File: config.mk
export PLATFORM = sky130hd
export DESIGN_NAME = mips_cpu_run_controller
export DESIGN_NICKNAME = d
export VERILOG_FILES = /design/src/rtl/mips_cpu_run_pkg.sv /design/src/rtl/mips_cpu_run_channel.sv /design/src/rtl/mips_cpu_run_controller.sv
export SDC_FILE = /design/constraint.sdc
export NUM_CORES = 1
export LEC_CHECK = 0
export CORE_MARGIN = 5
export CORE_UTILIZATION = 30
export DETAILED_ROUTE_END_ITERATION = 16
export GPL_TIMING_DRIVEN = 1
export PLACE_DENSITY = 0.55
export SETUP_SLACK_MARGIN = 0.2
export SYNTH_ARGS = -nofsm -noshare
export SYNTH_HDL_FRONTEND = slang
export SYNTH_HIERARCHICAL = 1
export SYNTH_SLANG_ARGS = --single-unit
File: constraint.sdc
create_clock -name clk -period 5.08 [get_ports clk]
set_input_delay 1.016 -clock clk [delete_from_list [all_inputs] [get_ports clk]]
set_output_delay 1.016 -clock clk [all_outputs]
set_load 0.005 [all_outputs]
File: src/rtl/mips_cpu_run_pkg.sv
// Shared types for the MIPS CPU run controller: FSM states and per-channel v0 slicing.
package mips_cpu_run_pkg;

  localparam int V0_W = 32;

  typedef enum logic [2:0] {
    ST_IDLE,
    ST_RESET,
    ST_RUN,
    ST_DRAIN,
    ST_DONE
  } run_state_e;

  function automatic int v0_lsb(input int ch);
    return ch * V0_W;
  endfunction

endpackage

File: src/rtl/mips_cpu_run_channel.sv
// One monitored CPU: start check, sticky halt detection and delayed register_v0 capture.
module mips_cpu_run_channel
  import mips_cpu_run_pkg::*;
(
  input  logic            clk,
  input  logic            reset,
  input  logic            clear,
  input  logic            check,
  input  logic            run_en,
  input  logic            active,
  input  logic [V0_W-1:0] v0,
  output logic            halted,
  output logic            pending,
  output logic            start_err,
  output logic [V0_W-1:0] result
);

  logic            halted_q, halted_d;
  logic            pending_q, pending_d;
  logic            start_err_q, start_err_d;
  logic [V0_W-1:0] result_q, result_d;

  always_comb begin
    halted_d    = halted_q;
    pending_d   = pending_q;
    start_err_d = start_err_q;
    result_d    = result_q;
    if (clear) begin
      halted_d    = 1'b0;
      pending_d   = 1'b0;
      start_err_d = 1'b0;
      result_d    = '0;
    end else if (run_en) begin
      // v0 writeback settles one cycle after active drops, so sample it then.
      if (pending_q) begin
        result_d  = v0;
        pending_d = 1'b0;
      end
      if (!halted_q && !active) begin
        halted_d = 1'b1;
        if (check) start_err_d = 1'b1;
        else       pending_d   = 1'b1;
      end
    end
  end

  always_ff @(posedge clk or negedge reset) begin
    if (!reset) begin
      halted_q    <= 1'b0;
      pending_q   <= 1'b0;
      start_err_q <= 1'b0;
      result_q    <= '0;
    end else begin
      halted_q    <= halted_d;
      pending_q   <= pending_d;
      start_err_q <= start_err_d;
      result_q    <= result_d;
    end
  end

  assign halted    = halted_q;
  assign pending   = pending_q;
  assign start_err = start_err_q;
  assign result    = result_q;

endmodule

File: src/rtl/mips_cpu_run_controller.sv
// Run controller: resets the CPUs, runs them until all halt or a cycle budget expires,
// and reports captured register_v0 values with done/timeout status.
module mips_cpu_run_controller
  import mips_cpu_run_pkg::*;
#(
  parameter int N_CPU          = 1,
  parameter int TIMEOUT_CYCLES = 100,
  parameter int RESET_CYCLES   = 1,
  parameter int CNT_W          = 32
) (
  input  logic                    clk,
  input  logic                    reset,
  input  logic                    start,
  input  logic [N_CPU-1:0]        cpu_active,
  input  logic [V0_W*N_CPU-1:0]   cpu_register_v0,
  output logic                    cpu_reset,
  output logic                    cpu_clk_enable,
  output logic                    busy,
  output logic                    done,
  output logic                    timeout,
  output logic [N_CPU-1:0]        start_err,
  output logic [N_CPU-1:0]        halted,
  output logic [V0_W*N_CPU-1:0]   result,
  output logic [CNT_W-1:0]        cycle_count
);

  run_state_e       state_q;
  logic [31:0]      rst_cnt_q;
  logic [CNT_W-1:0] cycle_count_q;
  logic             timeout_q, cpu_reset_q, clk_en_q, busy_q, done_q;

  logic             clear, check, run_en, all_halt_nxt, tmo_hit;
  logic [N_CPU-1:0] pending_unused;

  function automatic logic [CNT_W-1:0] sat_inc(input logic [CNT_W-1:0] v);
    return (&v) ? v : v + CNT_W'(1);
  endfunction

  assign clear  = start && (state_q == ST_IDLE || state_q == ST_DONE);
  assign check  = (state_q == ST_RUN) && (cycle_count_q == '0);
  assign run_en = (state_q == ST_RUN) || (state_q == ST_DRAIN);

  // Exit decisions look at halted as it will be after this cycle.
  assign all_halt_nxt = &(halted | ~cpu_active);
  assign tmo_hit      = (64'(cycle_count_q) == 64'(TIMEOUT_CYCLES - 1));

  for (genvar i = 0; i < N_CPU; i++) begin : g_ch
    mips_cpu_run_channel u_ch (
      .clk       (clk),
      .reset     (reset),
      .clear     (clear),
      .check     (check),
      .run_en    (run_en),
      .active    (cpu_active[i]),
      .v0        (cpu_register_v0[v0_lsb(i) +: V0_W]),
      .halted    (halted[i]),
      .pending   (pending_unused[i]),
      .start_err (start_err[i]),
      .result    (result[v0_lsb(i) +: V0_W])
    );
  end

  always_ff @(posedge clk or negedge reset) begin
    if (!reset) begin
      state_q       <= ST_IDLE;
      rst_cnt_q     <= '0;
      cycle_count_q <= '0;
      timeout_q     <= 1'b0;
      cpu_reset_q   <= 1'b0;
      clk_en_q      <= 1'b0;
      busy_q        <= 1'b0;
      done_q        <= 1'b0;
    end else begin
      case (state_q)
        ST_IDLE, ST_DONE: begin
          if (start) begin
            state_q       <= ST_RESET;
            rst_cnt_q     <= '0;
            cycle_count_q <= '0;
            timeout_q     <= 1'b0;
            cpu_reset_q   <= 1'b1;
            clk_en_q      <= 1'b1;
            busy_q        <= 1'b1;
            done_q        <= 1'b0;
          end
        end
        ST_RESET: begin
          if (rst_cnt_q == 32'(RESET_CYCLES - 1)) begin
            state_q     <= ST_RUN;
            cpu_reset_q <= 1'b0;
          end else begin
            rst_cnt_q <= rst_cnt_q + 32'd1;
          end
        end
        ST_RUN: begin
          // A final halt on the last budgeted cycle still counts as a clean finish.
          if (all_halt_nxt) begin
            state_q       <= ST_DRAIN;
            cycle_count_q <= sat_inc(cycle_count_q);
          end else if (tmo_hit) begin
            state_q   <= ST_DONE;
            timeout_q <= 1'b1;
            clk_en_q  <= 1'b0;
            busy_q    <= 1'b0;
            done_q    <= 1'b1;
          end else begin
            cycle_count_q <= sat_inc(cycle_count_q);
          end
        end
        ST_DRAIN: begin
          state_q  <= ST_DONE;
          clk_en_q <= 1'b0;
          busy_q   <= 1'b0;
          done_q   <= 1'b1;
        end
        default: begin
          state_q     <= ST_IDLE;
          cpu_reset_q <= 1'b0;
          clk_en_q    <= 1'b0;
          busy_q      <= 1'b0;
          done_q      <= 1'b0;
        end
      endcase
    end
  end

  assign cpu_reset      = cpu_reset_q;
  assign cpu_clk_enable = clk_en_q;
  assign busy           = busy_q;
  assign done           = done_q;
  assign timeout        = timeout_q;
  assign cycle_count    = cycle_count_q;

endmodule
==> results.yml <==
floorplan:
  num_rows: 52
  ios: 107
  coreArea_mm2: 0.02010
  floorplan.initialDensity: 0.3028
  die_x_um: 152.5
  fp.dieArea_mm2: 0.02324
  die_y_um: 152.5
drt:
  wl_um: 17080
  wl_met1_um: 8208
  drtAntennaViolNets: 0
  wl_met3_um: 805
  firstDrtPassIters: 5
  top_layer: "met4"
  met2_wirelength_um: 7879
  viasPerCell: 5.399
  dr.first_iter.drc_count: 421
  routedWlPerCell_um: 16.91
  vias: 5453
  drc: 0
cts:
  clkTransAtPathRegs_ps: 70
  htree_levels: 3
  postCtsHoldBufs: 0
  cts_setup_buffers: 0
  root_buffer: "clkbuf_16"
  clock-sinks: 106
  cts_resized: 0
  cts_buffer_depth: 2
  insertion_delay_ps: 360
  cts_buffers: 9
  cts_tree: "done"
power_and_ir_drop:
  swShare: 0.4118
  seqPwrFrac: 0.372
  p_switching_mw: 1.402
  p_int_mw: 2.003
  pwr-share-comb: 0.425
  power.leakage_nw: 3.169
  power_frac_clock: 0.203
  total_power_mw: 3.405
  peakVddDrop_mv: 0.2342
  p_per_area_mw_per_mm2: 447.1
worst_setup_path:
  worstSetupStartpointType: "register"
  crit_buf_inv: 1
  cp_slowest_cell: "or3_1"
  worstPathMaxFanout: 23
  path_cells: "nor3b_4, buf_4, nand2_1, nor3_2, or3_1, a221o_1"
  r2r_cells: 6
  cpPeakStageDelay_ps: 770
  cpLargestDelayFamily: "simple AND/OR/NAND/NOR gates"
  r2r-start: "state_q[2]$_DFFE_PN0P_"
  crit_type: "register to register"
  cp-end-kind: "register"
  reg2reg_to: "cycle_count[27]$_DFFE_PN0P_"
  required_ps: 5370
  reg2reg_slack_ps: 2040
  worstPathArrival_ps: 3340
worst_hold_path:
  hold_class: "register to register"
  whs_path_depth: 1
  min_to: "rst_cnt_q[21]$_DFFE_PN0P_"
  min_from: "rst_cnt_q[21]$_DFFE_PN0P_"
synth:
  synth_edf_count: 0
  async_flop_share: 1.000
  seq_area_frac_synth: 0.4357
  synth_xor_area_frac: 0
  synth_compound_area_frac: 0.2172
  synth.distinct_cells: 65
  synthMuxAreaShare: 0.03679
  synth_top_family_by_area: "simple AND/OR/NAND/NOR gates"
  synth.net_count: 699
  synth_fa_ha_area_frac: 0.008220
  netlist_instances: 659
  ys_ff_latch: 106
  yosys.area_share.simple: 0.2466
  yosys_warnings: 6
  syn_avg_cell_area_um2: 9.239
  synth_top_flop_cell: "dfrtp_1"
  netlist_area_mm2: 0.006088
final_layout:
  diodes: 0
  synthToLayoutAreaGrowth_pct: 25.07
  design_area_mm2: 0.007615
  drive_above_1_share: 0.07568
  layout_common_cells: "105 x dfrtp_1, 105 x clkdlybuf4s50_1, 62 x nand3_1, 47 x nand2_1, 42 x a21oi_1"
  fill_cells: 2068
  nets: 775
job:
  maxCapViolations: 0
sta:
  clock_skew_ps: 11.19
  rsz0062_at_grt: "no"
  hold_viol_final: 0
  max_slew_margin: 0.2536
  maxSlewViolCount: 0
  hold_ws_ps: 504.0
  max_freq_mhz: 328.7
  post-route-period-util: 0.5988
  min_period_ps: 3042
  worstMarginPinSlew_ps: 1111
  setup_viol: 0
  finalSetupTns_ps: 0
global_route:
  overflow: 0
  grt_antenna_before_repair: 0
  grt_max_degree: 72
  grt_pass1_vias: 5127
  grt_pass1_wl_um: 28170
  grt_util_all_layers: 0.1444
placement:
  portBuffers: 106
  hpwl_um: 11470
  place_congestion: 0.7761
  dpl_cell_area_mm2: 0.007326
outcome:
  status: "finished clean"
[metrics by stage]
stage | util | instances | worst slack [ps]
global placement | 0.3644 | 994 | 1696
global route | 0.3788 | 1010 | 1749
CTS | 0.3788 | 1010 | 1987
floorplan | - | 659 | 2643
detailed placement | 0.3644 | 994 | 1670
finish | 0.3788 | 1010 | 2038
[metal layers]
metal | GRT usage | vias up
met1 | 0.2057 | 2687
met2 | 0.2261 | 120
met3 | 0.03238 | 15
li1 | - | 2631
met5 | 0 | -
met4 | 0.03097 | 0
[cells in the mapped netlist, drive strengths merged, types with 3 or more instances]
| master | number | share of area |
|---|---|---|
| a21bo | 32 | 0.053 |
| o311a | 4 | 0.0068 |
| and2 | 5 | 0.0051 |
| nor3 | 32 | 0.027 |
| o211a | 4 | 0.0066 |
| a41oi | 4 | 0.0058 |
| a211o | 10 | 0.014 |
| clkbuf | 25 | 0.016 |
| a21o | 7 | 0.0086 |
| nand4 | 22 | 0.024 |
| nand3 | 64 | 0.054 |
| and3 | 20 | 0.021 |
| o31ai | 4 | 0.0049 |
| nor4b | 3 | 0.0043 |
| buf | 27 | 0.027 |
| dfrtp | 106 | 0.44 |
| or3 | 5 | 0.0060 |
| nor2b | 3 | 0.0031 |
| inv | 20 | 0.012 |
| mux2 | 3 | 0.0055 |
| nand2 | 47 | 0.029 |
| nor2 | 37 | 0.023 |
| o21ai | 15 | 0.012 |
| a221o | 16 | 0.027 |
| a31oi | 21 | 0.022 |
| ha | 4 | 0.0082 |
| nor4 | 24 | 0.025 |
| mux2i | 19 | 0.031 |
| a21oi | 42 | 0.035 |
| and4 | 5 | 0.0072 |
[flip-flops by register name, summed over array words and instances, names as in the netlist]
| name | cells |
|---|---|
| cycle_count | 32 |
| g_ch.u_ch/result | 32 |
| rst_cnt_q | 32 |
| state_q | 3 |
| busy | 1 |
| cpu_reset | 1 |
| done | 1 |
| g_ch.u_ch/halted | 1 |
| g_ch.u_ch/pending | 1 |
| g_ch.u_ch/start_err | 1 |
| timeout | 1 |
[layout make-up]
cell class | count | area (um2) | area share
clock inverter | 6 | 50.05 | 0.006572
clock buffer | 10 | 239.0 | 0.03138
sequential | 106 | 2654 | 0.3485
inverter | 20 | 75.07 | 0.009859
multi-input combinational | 481 | 3118 | 0.4095
tap | 270 | 337.8 | 0.04436
timing repair buffer | 117 | 1141 | 0.1499
[logic make-up after synthesis]
group | after synthesis
AOI/OAI and AO/OA | 175
DFF | 106
buffers and inverters | 72
muxes | 22
adders and majority gates | 4
and+or+nand+nor | 280
[worst register-to-register path: stages (launching register included)]
cell	delay, ps
dfrtp_1	490
nor3b_4	550
buf_4	370
nand2_1	120
nor3_2	400
or3_1	770
a221o_1	290
[how the worst max path moves through the flow]
stage                                 from                     endpoint  slack [ps]  cells after the start
floorplan                       cpu_active  cycle_count[11]$_DFFE_PN0P_        2640                      7
global placement                cpu_active   cycle_count[0]$_DFFE_PN0P_        1700                      6
detailed placement              cpu_active   cycle_count[0]$_DFFE_PN0P_        1670                      6
CTS                 state_q[2]$_DFFE_PN0P_   cycle_count[0]$_DFFE_PN0P_        1990                      6
global route        state_q[2]$_DFFE_PN0P_   cycle_count[0]$_DFFE_PN0P_        1750                      6
finish              state_q[2]$_DFFE_PN0P_  cycle_count[27]$_DFFE_PN0P_        2040                      6
[power by group through the flow]
stage	clock, mW	combinational (mW)	sequential, mW
after floorplan	0	0.987	1.16
after global placement	0	1.46	1.28
after detailed placement	0	1.46	1.28
after CTS	0.715	1.47	1.27
after global routing	0.742	1.59	1.31
final	0.692	1.45	1.27
No activity file was read; power rests on OpenSTA's default activity.
